--- config.mk ---
export PLATFORM = sky130hd
export DESIGN_NAME = led_cmd_sched_flat
export DESIGN_NICKNAME = d
export VERILOG_FILES = /design/src/rtl/led_cmd_sched_if.sv /design/src/rtl/led_cmd_sched.sv /design/src/flat_wrapper.sv
export SDC_FILE = /design/constraint.sdc
export NUM_CORES = 1
export LEC_CHECK = 0
export CORE_ASPECT_RATIO = 1.5
export CORE_MARGIN = 4
export CORE_UTILIZATION = 51
export CTS_CLUSTER_DIAMETER = 50
export DETAILED_ROUTE_END_ITERATION = 8
export PLACE_DENSITY_LB_ADDON = 0.3
export SYNTH_ARGS = -nofsm -noshare
export SYNTH_HDL_FRONTEND = slang
export SYNTH_SLANG_ARGS = --single-unit
--- constraint.sdc ---
create_clock -name clock -period 2.5 [get_ports clock]
set_clock_uncertainty 0.1 [all_clocks]
set_input_delay 0.25 -clock clock [delete_from_list [all_inputs] [get_ports clock]]
set_output_delay 0.25 -clock clock [all_outputs]
set_load 0.01 [all_outputs]
--- src/rtl/led_cmd_sched_if.sv ---
// Command/status and LED8 handshake bundle for led_cmd_sched.
// The master side is the CPU/LED environment; the slave side is the scheduler.
interface led_cmd_sched_if;
    logic        cmd_valid;
    logic [31:0] cmd_data;
    logic        cmd_ready;
    logic        status_clr;
    logic [31:0] led_state;
    logic        led_begin;
    logic [31:0] led_data;
    logic [31:0] sched_status;

    modport master (
        output cmd_valid, cmd_data, status_clr, led_state,
        input  cmd_ready, led_begin, led_data, sched_status
    );

    modport slave (
        input  cmd_valid, cmd_data, status_clr, led_state,
        output cmd_ready, led_begin, led_data, sched_status
    );
endinterface

--- src/rtl/led_cmd_sched.sv ---
// led_cmd_sched: queues CPU commands for LED8 and runs the begin/busy handshake.
// Optional LED_SCHED_TIMEOUT_EN adds a per-phase handshake timeout (status bit 9).
//
// state     | meaning
// IDLE      | waiting for a queued command and LED not busy
// ISSUE     | one-cycle led_begin with FIFO head on led_data; head popped
// WAIT_ACK  | waiting for LED busy to rise
// WAIT_DONE | waiting for LED busy to fall
module led_cmd_sched #(
    parameter int DEPTH   = 4,
    parameter int TIMEOUT = 255
) (
    input  logic           clock,
    input  logic           reset_n,
    led_cmd_sched_if.slave bus
);
    localparam int AW = (DEPTH > 1) ? $clog2(DEPTH) : 1;
    localparam int CW = AW + 1;

    typedef enum logic [1:0] {IDLE, ISSUE, WAIT_ACK, WAIT_DONE} state_t;
    state_t state, state_nxt;

    logic [31:0]   mem [DEPTH];
    logic [AW-1:0] wr_ptr, rd_ptr;
    logic [CW-1:0] count;
    logic          full, empty, push, pop, drop;
    logic          led_busy, begin_nxt, timeout_hit, to_set;
    logic          ovf_sticky, to_sticky;
    logic          led_begin_q;
    logic [31:0]   led_data_q;
    logic          unused_led_bits;

    assign led_busy        = bus.led_state[0];
    assign unused_led_bits = ^bus.led_state[31:1];
    assign full            = (count == CW'(DEPTH));
    assign empty           = (count == '0);
    // Fullness comes from the registered count, so a pop this cycle never frees a slot early.
    assign push            = bus.cmd_valid && !full;
    assign drop            = bus.cmd_valid && full;

    always_ff @(posedge clock) begin
        if (push) mem[wr_ptr] <= bus.cmd_data;
    end

    always_ff @(posedge clock or negedge reset_n) begin
        if (!reset_n) begin
            wr_ptr <= '0;
            rd_ptr <= '0;
            count  <= '0;
        end else begin
            if (push) wr_ptr <= wr_ptr + AW'(1);
            if (pop)  rd_ptr <= rd_ptr + AW'(1);
            case ({push, pop})
                2'b10:   count <= count + CW'(1);
                2'b01:   count <= count - CW'(1);
                default: count <= count;
            endcase
        end
    end

`ifdef LED_SCHED_TIMEOUT_EN
    localparam int TW = (TIMEOUT > 1) ? $clog2(TIMEOUT) : 1;
    logic [TW-1:0] tmr;
    logic          wait_entry;

    assign wait_entry  = (state_nxt != state) && ((state_nxt == WAIT_ACK) || (state_nxt == WAIT_DONE));
    assign timeout_hit = ((state == WAIT_ACK) || (state == WAIT_DONE)) && (tmr == '0);

    always_ff @(posedge clock or negedge reset_n) begin
        if (!reset_n)          tmr <= '0;
        else if (wait_entry)   tmr <= TW'(TIMEOUT - 1);
        else if (tmr != '0)    tmr <= tmr - TW'(1);
    end
`else
    // No counter; TIMEOUT only matters when the timeout feature is compiled in.
    assign timeout_hit = (TIMEOUT < 0);
`endif

    always_ff @(posedge clock or negedge reset_n) begin
        if (!reset_n) state <= IDLE;
        else          state <= state_nxt;
    end

    always_comb begin
        state_nxt = state;
        case (state)
            IDLE:      if (!empty && !led_busy) state_nxt = ISSUE;
            ISSUE:     state_nxt = WAIT_ACK;
            WAIT_ACK:  if (led_busy) state_nxt = WAIT_DONE;
                       else if (timeout_hit) state_nxt = IDLE;
            WAIT_DONE: if (!led_busy) state_nxt = IDLE;
                       else if (timeout_hit) state_nxt = IDLE;
            default:   state_nxt = IDLE;
        endcase
    end

    always_comb begin
        pop       = (state == ISSUE);
        begin_nxt = (state_nxt == ISSUE);
        to_set    = timeout_hit && (((state == WAIT_ACK) && !led_busy) ||
                                    ((state == WAIT_DONE) && led_busy));
    end

    always_ff @(posedge clock or negedge reset_n) begin
        if (!reset_n) begin
            led_begin_q <= 1'b0;
            led_data_q  <= '0;
            ovf_sticky  <= 1'b0;
            to_sticky   <= 1'b0;
        end else begin
            led_begin_q <= begin_nxt;
            if (begin_nxt) led_data_q <= mem[rd_ptr];
            if (drop)                ovf_sticky <= 1'b1;
            else if (bus.status_clr) ovf_sticky <= 1'b0;
            if (to_set)              to_sticky  <= 1'b1;
            else if (bus.status_clr) to_sticky  <= 1'b0;
        end
    end

    assign bus.cmd_ready    = !full;
    assign bus.led_begin    = led_begin_q;
    assign bus.led_data     = led_data_q;
    assign bus.sched_status = {22'd0, to_sticky, ovf_sticky, 5'(count), full, empty, (state != IDLE)};
endmodule

--- src/flat_wrapper.sv ---
// flat-port wrapper written by rule: the top's interface ports become plain ports
module led_cmd_sched_flat 
#(
    parameter int DEPTH   = 4,
    parameter int TIMEOUT = 255
)
  (clock, reset_n, bus_cmd_valid, bus_cmd_data, bus_status_clr, bus_led_state, bus_cmd_ready, bus_led_begin, bus_led_data, bus_sched_status);
  led_cmd_sched_if bus_i ();
  input  logic clock;
  input  logic reset_n;
  input wire logic [$bits(bus_i.cmd_valid)-1:0] bus_cmd_valid;
  input wire logic [$bits(bus_i.cmd_data)-1:0] bus_cmd_data;
  input wire logic [$bits(bus_i.status_clr)-1:0] bus_status_clr;
  input wire logic [$bits(bus_i.led_state)-1:0] bus_led_state;
  output wire logic [$bits(bus_i.cmd_ready)-1:0] bus_cmd_ready;
  output wire logic [$bits(bus_i.led_begin)-1:0] bus_led_begin;
  output wire logic [$bits(bus_i.led_data)-1:0] bus_led_data;
  output wire logic [$bits(bus_i.sched_status)-1:0] bus_sched_status;
  assign bus_i.cmd_valid = bus_cmd_valid;
  assign bus_i.cmd_data = bus_cmd_data;
  assign bus_i.status_clr = bus_status_clr;
  assign bus_i.led_state = bus_led_state;
  assign bus_cmd_ready = bus_i.cmd_ready;
  assign bus_led_begin = bus_i.led_begin;
  assign bus_led_data = bus_i.led_data;
  assign bus_sched_status = bus_i.sched_status;
  led_cmd_sched #(.DEPTH(DEPTH), .TIMEOUT(TIMEOUT)) u_core (.clock(clock), .reset_n(reset_n), .bus(bus_i));
endmodule
==> flow_metrics.env <==
export IMPL_crit_path_start="u_core.count[0]"
export IMPL_cts_sinks=171
export IMPL_nets=485
export IMPL_maxCapViolations=0
export IMPL_clk_pin_slew_worst_paths_ps=70
export IMPL_netlist_top_cell_by_area="edfxtp_1"
export IMPL_synth_seq_cells=171
export IMPL_leakagePower_uw=0.00308
export IMPL_power_density_nw_per_um2=1190
export IMPL_pwr_share_comb=0.313
export IMPL_finalCriticalPeriod_ps=2090
export IMPL_internal_power_uw=7060
export IMPL_grt_max_degree=35
export IMPL_ant_nets=0
export IMPL_p_seq_frac=0.436
export IMPL_synth_cells=317
export IMPL_cts_resized=0
export IMPL_first_pass_iters=4
export IMPL_cts_tree="yes"
export IMPL_cp_arrival_ps=2320
export IMPL_finalMaxSlewViolations=0
export IMPL_synth_top_family_by_area="multiplexers"
export IMPL_start_util=0.518
export IMPL_clkPwrFrac=0.251
export IMPL_rsz0062_at_grt="false"
export IMPL_gp_congestion=0.713
export IMPL_drc=0
export IMPL_clock_path_buffers=2
export IMPL_drt_iter0_drc=117
export IMPL_diodes=0
export IMPL_worstHoldPathType="in -> async"
export IMPL_cts_root_buf="clkbuf_16"
export IMPL_yosys_top_cells_area="edfxtp_1 57%, dfrtp_1 16%, mux4_2 11%, mux2_4 6.3%, buf_4 3.1%"
export IMPL_io_pins=134
export IMPL_finalWirelength_um=11400
export IMPL_worst_slew_pin_slew_ps=613
export IMPL_cpPeakStageDelay_ps=430
export IMPL_grt_overflow_total=0
export IMPL_start_kind="flop"
export IMPL_muxShareOfSynthArea=0.180
export IMPL_yosysMostFrequentCell="edfxtp_1"
export IMPL_h_tree_depth=4
export IMPL_syn_mean_instance_area_um2=21.2
export IMPL_cts_hold_buffers=1
export IMPL_synth_top_area_share=0.572
export IMPL_yosys_area_share_simple=0.0130
export IMPL_r2r_start="u_core.count[0]"
export IMPL_dpl_hpwl_um=7120
export IMPL_clock_latency_ps=410
export IMPL_grt_total_usage=0.163
export IMPL_setup_viol=0
export IMPL_yosys_area_share_adder=0.0123
export IMPL_p_sw_uw=2690
export IMPL_drive_gt1_frac=0.283
export IMPL_core_area_um2=13000
export IMPL_setup_worst_path_class="reg -> reg"
export IMPL_synth_area_um2=6720
export IMPL_vias=3058
export IMPL_max_freq_ghz=0.479
export IMPL_setup_tns_ps=0
export IMPL_port_buffers=77
export IMPL_crit_slowest_cell="dfrtp_1"
export IMPL_path_delay_family="adder cells"
export IMPL_synthDistinctLibCells=28
export IMPL_ys_seq_area_frac=0.732
export IMPL_max_slew_margin=0.591
export IMPL_placed_area_um2=7610
export IMPL_die_h_um=149
export IMPL_finalHoldViolations=0
export IMPL_switching_share=0.276
export IMPL_antenna_found_initial=0
export IMPL_synth_flop_cell="edfxtp_1"
export IMPL_finalCritPeriodShare=0.834
export IMPL_worst_path_most_repeated_cell="inv_1"
export IMPL_final_area_um2=8190
export IMPL_die_area_um2=15100
export IMPL_status="completed"
export IMPL_synthTopCellsByCount="128 x edfxtp_1, 43 x dfrtp_1, 32 x mux4_2"
export IMPL_cts_made_buffers=17
export IMPL_r2r_setup_slack_ps=410
export IMPL_cp_required_ps=2730
export IMPL_viasPerCell=5.25
export IMPL_yosys_area_share_xor_xnor=0.00782
export IMPL_area_growth_pct=21.9
export IMPL_synth_edff_count=128
export IMPL_wl_per_cell_um=19.6
export IMPL_crit_fanout=4
export IMPL_chipWidth_um=102
export IMPL_postCtsSetupBuffers=0
export IMPL_path_cells="inv_1 -> nand3_1 -> inv_1 -> nor2b_1 -> inv_1 -> ha_1 -> inv_1 -> fa_1 -> xor2_1 -> nor2_1 -> xor2_1"
export IMPL_rows=51
export IMPL_grt_pass1_vias=3264
export IMPL_grt_first_pass_wirelength_um=18000
export IMPL_ir_drop_mv=0.591
export IMPL_async_flop_share=0.251
export IMPL_ys_warn_count=0
export IMPL_synth_compound_area_share=0.00186
export IMPL_critPathBufInv=4
export IMPL_end_kind="flop"
-- layout make-up --
type	instances	area [µm²]
inverters	9	33.8
clock buffers	20	467
repair buffers	91	923
clock inverters	12	103
flip-flops and latches	171	4920
multi-input cells	121	1540
fillers	899	4760
well taps	159	199
-- cell usage in the layout, fill, tap and decap left out, types with 2 or more instances in the layout --
cell type,count
and2_2,4
mux2_2,5
edfxtp_1,128
clkbuf_8,3
dfrtp_1,41
inv_6,4
clkinvlp_4,4
mux4_2,32
buf_4,9
xor2_1,3
buf_12,4
mux2_4,28
inv_1,9
clkinv_4,3
clkdlybuf4s50_1,76
nand2_1,5
conb_1,25
clkbuf_16,17
xnor2_1,3
ha_1,5
dfrtp_2,2
-- registers in the layout, summed over array words and instances, names as in the netlist --
name	flops
u_core.mem	128
u_core.bus.led_data	32
u_core.count	3
u_core.rd_ptr	2
u_core.state	2
u_core.wr_ptr	2
u_core.bus.led_begin	1
u_core.ovf_sticky	1
-- power groups by stage --
stage	logic (µW)	registers, µW	clock network, µW
6_report	3050	4250	2450
5_1_grt	3290	4320	2630
4_1_cts	3130	4260	2510
3_5_place_dp	3110	4310	0
3_3_place_gp	3040	4270	0
2_1_floorplan	1860	4310	0
-- kinds of logic (layout without fill, tap and decap cells) --
| group | after synthesis | in the layout |
|---|---|---|
| flops | 171 | 171 |
| mux | 66 | 66 |
| buf+inv | 49 | 132 |
| simple gates | 16 | 16 |
| fa+ha+maj | 6 | 6 |
| xor+xnor | 6 | 6 |
| compound gates | 2 | 2 |
| other cells | 1 | 25 |
-- metal layers --
metal / up-vias / GRT usage / share of wire / wire, µm
met5: - / 0 / 0 / 0
met1: 1610 / 0.194 / 0.39 / 4480
met3: 11 / 0.0389 / 0.042 / 475
met2: 77 / 0.289 / 0.56 / 6360
li1: 1360 / - / - / -
met4: 0 / 0.0519 / 0.011 / 124
-- final timing paths --
kind / end / depth (start not counted)
min in group clock: u_core.ovf_sticky / 2
min: u_core.bus.led_data[17] / 2
min reg2reg: u_core.bus.led_data[31] / 1
max reg2reg: u_core.count[2] / 11
max in group asynchronous: u_core.bus.led_data[20] / 3
max: u_core.count[2] / 11
-- per-stage QoR --
step | power [µW] | hold WS (ps) | setup slack, ps | cells | util
global route | 10200 | 327 | 272 | 583 | 0.632
floorplan | 6170 | -146 | 125 | 341 | -
global placement | 7310 | 183 | 436 | 550 | 0.588
detailed placement | 7420 | 198 | 413 | 550 | 0.588
CTS | 9900 | 301 | 399 | 583 | 0.632
finish | 9750 | 278 | 414 | 583 | 0.632
Note: power is estimated with default switching activity, not from simulation.
